### src/rtl/stock_code_lookup_if.sv
// ---------------------------------------------------------------------------
// stock_code_lookup_if
// Host-side bundle for the stock-code lookup engine: the lookup handshake
// (request/ready/done with result) and the host table-write handshake
// (request held until a one-cycle ack).
//   master : order parser / host side (drives requests, receives results)
//   slave  : lookup engine side
// ---------------------------------------------------------------------------
interface stock_code_lookup_if #(
  parameter int CODE_W = 48,
  parameter int DATA_W = 21,
  parameter int ADDR_W = 9
);
  // Lookup handshake
  logic                     lookup_req;
  logic [CODE_W-1:0]        lookup_code;
  logic                     lookup_ready;
  logic                     lookup_done;
  logic                     lookup_hit;
  logic [DATA_W-1:0]        lookup_data;
  logic [ADDR_W-1:0]        lookup_addr;
  // Host table write: entry = {valid, code, payload}
  logic                     wr_req;
  logic [ADDR_W-1:0]        wr_addr;
  logic [CODE_W+DATA_W:0]   wr_data;
  logic                     wr_ack;

  modport master (
    output lookup_req, lookup_code, wr_req, wr_addr, wr_data,
    input  lookup_ready, lookup_done, lookup_hit, lookup_data, lookup_addr, wr_ack
  );

  modport slave (
    input  lookup_req, lookup_code, wr_req, wr_addr, wr_data,
    output lookup_ready, lookup_done, lookup_hit, lookup_data, lookup_addr, wr_ack
  );
endinterface

### src/rtl/stock_code_lookup.sv
// ---------------------------------------------------------------------------
// stock_code_lookup
// Hash-probe lookup engine in front of a single-port stock-code table RAM
// (entries {valid, code, payload}). A lookup hashes the code by folding it
// into ADDR_W-bit chunks XORed together, then linearly probes consecutive
// slots (wrapping at the top of the table) until it finds the code, hits an
// empty slot, or has examined MAX_PROBE slots. Host table writes share the
// same RAM port and take priority over a lookup waiting in IDLE.
//
// Ports
//   clk       : clock
//   reset     : synchronous, active-high reset
//   host      : stock_code_lookup_if.slave (lookup + host write handshakes)
//   ram_addr  : RAM address (combinational; base hash on the accept cycle)
//   ram_din   : RAM write data (host entry)
//   ram_we    : RAM write enable (high only in the WRITE cycle)
//   ram_dout  : RAM read data, one-cycle registered read, write-first
//
// Optional build macro STOCK_LOOKUP_STATS_EN adds saturating hit_cnt and
// miss_cnt counters plus max_probe_seen (largest number of slots examined by
// any lookup). Without the macro those ports do not exist.
// ---------------------------------------------------------------------------
module stock_code_lookup #(
  parameter int CODE_W    = 48,
  parameter int DATA_W    = 21,
  parameter int ADDR_W    = 9,
  parameter int MAX_PROBE = 8
) (
  input  logic                      clk,
  input  logic                      reset,
  stock_code_lookup_if.slave        host,
  output logic [ADDR_W-1:0]         ram_addr,
  output logic [CODE_W+DATA_W:0]    ram_din,
  output logic                      ram_we,
  input  logic [CODE_W+DATA_W:0]    ram_dout
`ifdef STOCK_LOOKUP_STATS_EN
  ,
  output logic [31:0]               hit_cnt,
  output logic [31:0]               miss_cnt,
  output logic [ADDR_W:0]           max_probe_seen
`endif
);

  localparam int ENTRY_W = CODE_W + DATA_W + 1;
  localparam int NFOLD   = (CODE_W + ADDR_W - 1) / ADDR_W;
  localparam int CNT_W   = ADDR_W + 1;

  typedef enum logic [1:0] {IDLE, WRITE, PROBE} state_t;

  state_t              state_q;
  logic [CODE_W-1:0]   code_q;
  logic [ADDR_W-1:0]   probe_addr_q;
  logic [CNT_W-1:0]    probe_cnt_q;
  logic                done_q;
  logic                hit_q;
  logic [DATA_W-1:0]   data_q;
  logic [ADDR_W-1:0]   addr_q;

  // -------------------------------------------------------------------------
  // Folded-XOR hash of the incoming code. The code is zero-extended to a
  // whole number of ADDR_W chunks so the top partial chunk folds in as
  // zero-padded bits.
  // -------------------------------------------------------------------------
  logic [NFOLD*ADDR_W-1:0] code_pad;
  logic [ADDR_W-1:0]       base_d;

  assign code_pad = (NFOLD*ADDR_W)'(host.lookup_code);

  always_comb begin
    base_d = '0;
    for (int i = 0; i < NFOLD; i++) begin
      base_d = base_d ^ code_pad[i*ADDR_W +: ADDR_W];
    end
  end

  // -------------------------------------------------------------------------
  // Slot decode: ram_dout always holds the slot at probe_addr_q while in
  // PROBE, because the address for the next slot was presented last cycle.
  // -------------------------------------------------------------------------
  logic                slot_valid;
  logic [CODE_W-1:0]   slot_code;
  logic [DATA_W-1:0]   slot_payload;
  logic                slot_match;
  logic                probe_last;
  logic                probe_end;

  assign slot_valid   = ram_dout[ENTRY_W-1];
  assign slot_code    = ram_dout[ENTRY_W-2:DATA_W];
  assign slot_payload = ram_dout[DATA_W-1:0];
  assign slot_match   = slot_valid && (slot_code == code_q);
  assign probe_last   = (probe_cnt_q == CNT_W'(MAX_PROBE - 1));
  // An empty slot terminates the chain: entries are only ever placed by
  // linear probing from their hash, so nothing past a hole can match.
  assign probe_end    = slot_match || !slot_valid || probe_last;

  // -------------------------------------------------------------------------
  // RAM port mux and handshake outputs
  // -------------------------------------------------------------------------
  always_comb begin
    ram_addr = base_d;
    unique case (state_q)
      IDLE:    ram_addr = base_d;
      WRITE:   ram_addr = host.wr_addr;
      PROBE:   ram_addr = probe_addr_q + ADDR_W'(1);  // wraps 511 -> 0
      default: ram_addr = base_d;
    endcase
  end

  assign ram_din           = host.wr_data;
  assign ram_we            = (state_q == WRITE);
  assign host.wr_ack       = (state_q == WRITE);
  // A pending host write blocks new lookups so it is never starved.
  assign host.lookup_ready = (state_q == IDLE) && !host.wr_req;

  assign host.lookup_done  = done_q;
  assign host.lookup_hit   = hit_q;
  assign host.lookup_data  = data_q;
  assign host.lookup_addr  = addr_q;

  // -------------------------------------------------------------------------
  // Control FSM with registered results
  // -------------------------------------------------------------------------
  always_ff @(posedge clk) begin
    if (reset) begin
      state_q      <= IDLE;
      code_q       <= '0;
      probe_addr_q <= '0;
      probe_cnt_q  <= '0;
      done_q       <= 1'b0;
      hit_q        <= 1'b0;
      data_q       <= '0;
      addr_q       <= '0;
    end else begin
      done_q <= 1'b0;
      unique case (state_q)
        IDLE: begin
          if (host.wr_req) begin
            state_q <= WRITE;
          end else if (host.lookup_req) begin
            code_q       <= host.lookup_code;
            probe_addr_q <= base_d;
            probe_cnt_q  <= '0;
            state_q      <= PROBE;
          end
        end
        WRITE: begin
          state_q <= IDLE;
        end
        PROBE: begin
          if (probe_end) begin
            done_q  <= 1'b1;
            hit_q   <= slot_match;
            data_q  <= slot_match ? slot_payload : '0;
            addr_q  <= probe_addr_q;
            state_q <= IDLE;
          end else begin
            probe_addr_q <= probe_addr_q + ADDR_W'(1);
            probe_cnt_q  <= probe_cnt_q + CNT_W'(1);
          end
        end
        default: state_q <= IDLE;
      endcase
    end
  end

`ifdef STOCK_LOOKUP_STATS_EN
  // -------------------------------------------------------------------------
  // Lookup statistics: saturating counters, updated on the terminating
  // compare (the same cycle the result registers load).
  // -------------------------------------------------------------------------
  logic [31:0]    hit_cnt_q;
  logic [31:0]    miss_cnt_q;
  logic [CNT_W-1:0] max_probe_q;
  logic [CNT_W-1:0] probes_used;
  logic           term;

  assign term        = (state_q == PROBE) && probe_end;
  assign probes_used = probe_cnt_q + CNT_W'(1);

  always_ff @(posedge clk) begin
    if (reset) begin
      hit_cnt_q   <= '0;
      miss_cnt_q  <= '0;
      max_probe_q <= '0;
    end else if (term) begin
      if (slot_match) begin
        if (hit_cnt_q != '1) hit_cnt_q <= hit_cnt_q + 32'd1;
      end else begin
        if (miss_cnt_q != '1) miss_cnt_q <= miss_cnt_q + 32'd1;
      end
      if (probes_used > max_probe_q) max_probe_q <= probes_used;
    end
  end

  assign hit_cnt        = hit_cnt_q;
  assign miss_cnt       = miss_cnt_q;
  assign max_probe_seen = max_probe_q;
`endif

endmodule

### src/flat_wrapper.sv
// flat-port wrapper written by rule: the top's interface ports become plain ports
module stock_code_lookup_flat 
#(
  parameter int CODE_W    = 48,
  parameter int DATA_W    = 21,
  parameter int ADDR_W    = 9,
  parameter int MAX_PROBE = 8
)
  (clk, reset, ram_addr, ram_din, ram_we, ram_dout, host_lookup_req, host_lookup_code, host_wr_req, host_wr_addr, host_wr_data, host_lookup_ready, host_lookup_done, host_lookup_hit, host_lookup_data, host_lookup_addr, host_wr_ack);
  stock_code_lookup_if #(.CODE_W(CODE_W), .DATA_W(DATA_W), .ADDR_W(ADDR_W)) host_i ();
  input  logic clk;
  input  logic reset;
  output logic [ADDR_W-1:0] ram_addr;
  output logic [CODE_W+DATA_W:0] ram_din;
  output logic ram_we;
  input  logic [CODE_W+DATA_W:0] ram_dout;
  input wire logic [$bits(host_i.lookup_req)-1:0] host_lookup_req;
  input wire logic [$bits(host_i.lookup_code)-1:0] host_lookup_code;
  input wire logic [$bits(host_i.wr_req)-1:0] host_wr_req;
  input wire logic [$bits(host_i.wr_addr)-1:0] host_wr_addr;
  input wire logic [$bits(host_i.wr_data)-1:0] host_wr_data;
  output wire logic [$bits(host_i.lookup_ready)-1:0] host_lookup_ready;
  output wire logic [$bits(host_i.lookup_done)-1:0] host_lookup_done;
  output wire logic [$bits(host_i.lookup_hit)-1:0] host_lookup_hit;
  output wire logic [$bits(host_i.lookup_data)-1:0] host_lookup_data;
  output wire logic [$bits(host_i.lookup_addr)-1:0] host_lookup_addr;
  output wire logic [$bits(host_i.wr_ack)-1:0] host_wr_ack;
  assign host_i.lookup_req = host_lookup_req;
  assign host_i.lookup_code = host_lookup_code;
  assign host_i.wr_req = host_wr_req;
  assign host_i.wr_addr = host_wr_addr;
  assign host_i.wr_data = host_wr_data;
  assign host_lookup_ready = host_i.lookup_ready;
  assign host_lookup_done = host_i.lookup_done;
  assign host_lookup_hit = host_i.lookup_hit;
  assign host_lookup_data = host_i.lookup_data;
  assign host_lookup_addr = host_i.lookup_addr;
  assign host_wr_ack = host_i.wr_ack;
  stock_code_lookup #(.CODE_W(CODE_W), .DATA_W(DATA_W), .ADDR_W(ADDR_W), .MAX_PROBE(MAX_PROBE)) u_core (.clk(clk), .reset(reset), .host(host_i), .ram_addr(ram_addr), .ram_din(ram_din), .ram_we(ram_we), .ram_dout(ram_dout));
endmodule
### config.mk
export PLATFORM = sky130hd
export DESIGN_NAME = stock_code_lookup_flat
export DESIGN_NICKNAME = d
export VERILOG_FILES = /design/src/rtl/stock_code_lookup_if.sv /design/src/rtl/stock_code_lookup.sv /design/src/flat_wrapper.sv
export SDC_FILE = /design/constraint.sdc
export NUM_CORES = 1
export LEC_CHECK = 0
export BUFFER_PORTS_ARGS = -buffer_cell sky130_fd_sc_hd__buf_4
export CORE_MARGIN = 10
export CORE_UTILIZATION = 49
export DETAILED_ROUTE_END_ITERATION = 16
export PLACE_DENSITY = 0.84
export SETUP_SLACK_MARGIN = 0.05
export SKIP_LAST_GASP = 1
export SYNTH_ARGS = -nofsm -noshare
export SYNTH_HDL_FRONTEND = slang
export SYNTH_SLANG_ARGS = --single-unit
### constraint.sdc
create_clock -name clk -period 6.3 [get_ports clk]
set_clock_uncertainty 0.05 [all_clocks]
set_input_delay 0.945 -clock clk [delete_from_list [all_inputs] [get_ports clk]]
set_output_delay 0.945 -clock clk [all_outputs]
set_load 0.02 [all_outputs]
==> results.py <==
metrics = {
    "worst_setup_path": {
        "startpoint_type": "primary input",
        "cp.arrival_ns": 2.26,
        "cpMostUsedCell": "xnor2_1",
        "crit_chain": "buf_4 > xnor2_1 > xnor2_1 > xnor2_1 > nor2_1 > a21oi_1 > buf_4",
        "critPathMaxFanout": 2,
        "slowest_delay_ns": 0.35,
        "critPathRequiredTime_ns": 5.30,
        "end_kind": "output port",
        "cp_slowest_cell": "xnor2_1",
        "critical_path_class": "primary input to output port",
    },
    "job": {
        "cap_violations": 0,
    },
    "clock_tree": {
        "holdBufCountCts": 0,
        "cts.htree.levels": 3,
        "cts.sinks": 101,
        "cts_tree": "done",
        "insertion_delay_ns": 0.35,
        "cts_buffers": 9,
        "post-cts-setup-buffers": 0,
        "clockRootBuffer": "clkbuf_16",
        "cts_max_path_buffers": 2,
        "post_cts_resize_count": 0,
        "clkTransAtPathRegs_ns": 0.07,
    },
    "detailed_routing": {
        "ant_nets": 0,
        "drt-total-wl_um": 15900,
        "first_iter_violations": 371,
        "viasPerCell": 5.38,
        "wire_per_inst_um": 17.6,
        "firstDrtPassIters": 5,
        "drc": 0,
        "vias": 4871,
    },
    "timing": {
        "relSlewSlack_pct": 28.4,
        "finalHoldViolations": 0,
        "tightest_slew_ns": 1.07,
        "fmax_mhz": 307,
        "period_needed_ns": 3.26,
        "setup_violations": 0,
        "fin_setup_tns_ns": 0,
        "timing.final.max_slew_violations": 0,
        "fin_crit_sh_pct": 51.7,
        "rsz0062_at_grt": "false",
    },
    "synthesis": {
        "ys_types": 49,
        "syn_avg_cell_area_um2": 8.31,
        "syn_inst": 678,
        "yosys_warnings": 0,
        "ys_ff_latch": 101,
        "yosysSeqAreaShare_pct": 35.9,
        "syn_area_um2": 5630,
        "synth_fp_nets": 884,
    },
    "place": {
        "dpl.hpwl_um": 12100,
        "place_congestion": 0.894,
        "dp_cells": 890,
        "portBuffers": 174,
    },
    "floorplanning": {
        "fp-row-count": 39,
        "pin_count": 315,
        "die_x_um": 127,
        "die-area_um2": 16200,
        "core_um2": 11300,
        "start_util_pct": 49.7,
        "die_y_um": 127,
    },
    "grt": {
        "grt_pass1_wl_um": 25300,
        "grt_max_degree": 78,
        "antenna_found_initial": 0,
        "grt_pass1_vias": 4908,
        "gr-total-overflow": 0,
        "track_usage_pct": 19.2,
    },
    "final_layout": {
        "final_nets": 964,
        "fillers": 1029,
        "area_growth_pct": 19.3,
        "n_antenna_cell": 0,
        "drive_gt1_share_pct": 28.2,
        "stdcell_count": 905,
        "multi_input_area_um2": 2870,
        "seqCellArea_um2": 2020,
    },
    "run_status": {
        "status": "finished, final reports clean",
    },
    "power": {
        "p_leak_nw": 2.67,
        "peakVddDrop_v": 0.000184,
        "power-per-cell-area_nw_per_um2": 231,
    },
    "hold_path": {
        "hp-class": "register to register",
    },
}
## metrics by stage
step	power, mW	hold WS, ns	instance area, um2	utilization [%]	setup slack, ns
after floorplan	0.959	0.390	5630	-	3.46
after global placement	1.04	0.395	6440	56.9	2.77
after detailed placement	1.05	0.397	6440	56.9	2.75
after CTS	1.57	0.406	6720	59.3	3.02
after global routing	1.63	0.430	6720	59.3	2.82
final	1.55	0.405	6720	59.3	3.04
## worst max-delay path: cells and delay by family
family / cells / cell delay [ns]
xor gates and xnor gates: 3 / 0.82
buffers and inverters: 2 / 0.28
AOI/OAI and AO/OA: 1 / 0.14
and+or+nand+nor: 1 / 0.08
## kinds of logic (layout without fill, tap and decap cells)
kind of cell    after synthesis  count (layout)  share of synthesized area (%)
fa+ha+maj                     5               5                           1.11
simple gates                220             220                           18.2
buf+inv                     118             202                           13.2
compound gates              129             129                           15.0
flops                       101             101                           35.9
xor+xnor                     94              94                           14.6
mux                          11              11                           2.00
## report_power, final
part	internal (mW)	total (mW)	switching [mW]
Combinational	0.165	0.352	0.188
Sequential	0.661	0.681	0.0201
Clock	0.277	0.521	0.244
Total	1.10	1.55	0.451
## cell usage after synthesis (all sizes together)
library cell / number / share of area, %
a32oi: 1 / 0.16
a32o: 5 / 0.89
nor4: 3 / 0.67
ha: 5 / 1.1
nand2b: 2 / 0.22
a22o: 21 / 3.3
nor3b: 1 / 0.13
a21oi: 70 / 6.5
nor2b: 5 / 0.56
xor2: 8 / 1.2
o221a: 1 / 0.20
xnor2: 86 / 13
nand2: 131 / 8.7
or3: 2 / 0.22
mux2i: 9 / 1.6
a41o: 1 / 0.38
o21a: 1 / 0.13
or2: 6 / 0.67
o31ai: 1 / 0.13
inv: 8 / 0.53
clkbuf: 26 / 1.7
and3: 8 / 0.89
buf: 84 / 11
and2: 2 / 0.22
o31a: 1 / 0.16
nand3: 8 / 0.80
nor2: 20 / 1.4
dfxtp: 101 / 36
nand3b: 2 / 0.27
a22oi: 8 / 1.1
o41ai: 3 / 0.47
or4: 2 / 0.27
nor3: 4 / 0.44
o32ai: 1 / 0.16
a41oi: 1 / 0.16
nand4: 24 / 2.7
a21o: 1 / 0.13
a31oi: 1 / 0.11
o21ai: 12 / 1.1
mux2: 2 / 0.40
## final cells by class
class / instances / share of cell area [%]
Clock buffer: 10 / 3.56
Timing Repair Buffer: 179 / 20.0
Clock inverter: 5 / 0.559
Tap cell: 143 / 2.66
Sequential cell: 101 / 30.1
Inverter: 8 / 0.447
Multi-Input combinational cell: 459 / 42.7
## state kept, by name, summed over array words and instances (netlist names)
register,count
u_core.host.lookup_hit,1
u_core.host.lookup_data,21
u_core.code_q,48
u_core.host.lookup_addr,9
u_core.state_q,2
u_core.probe_addr_q,9
u_core.probe_cnt_q,10
u_core.host.lookup_done,1
## worst paths after layout
kind                                                  from                          to  slack [ns]  depth (start not counted)
worst min register to register  u_core.host.lookup_addr[7]  u_core.host.lookup_addr[7]        0.41                          2
worst max register to register           u_core.state_q[1]       u_core.probe_cnt_q[4]        3.12                          8
worst min-delay path            u_core.host.lookup_addr[7]  u_core.host.lookup_addr[7]        0.41                          2
worst max-delay path                   host_lookup_code[6]                 ram_addr[6]        3.04                          7
## placed cells by master (no fill, tap or decap), types with 9 or more instances in the layout
cell type  instances
dfxtp_1          101
clkbuf_16          9
nor2_1            18
buf_4            179
nand4_1           24
o21ai_0           12
xnor2_1           86
a22o_1            21
a21oi_1           66
nand2_1          131
mux2i_1            9
## metal layers
layer  vias to the layer above  global-route usage [%]  wire [um]
met5                         -                       0          0
met4                         0                    5.83        271
met3                        25                    10.7       1950
met2                       233                    30.5       7410
met1                      2233                    21.7       6260
li1                       2380                       -          -
Power figures use the tool's default switching activity.
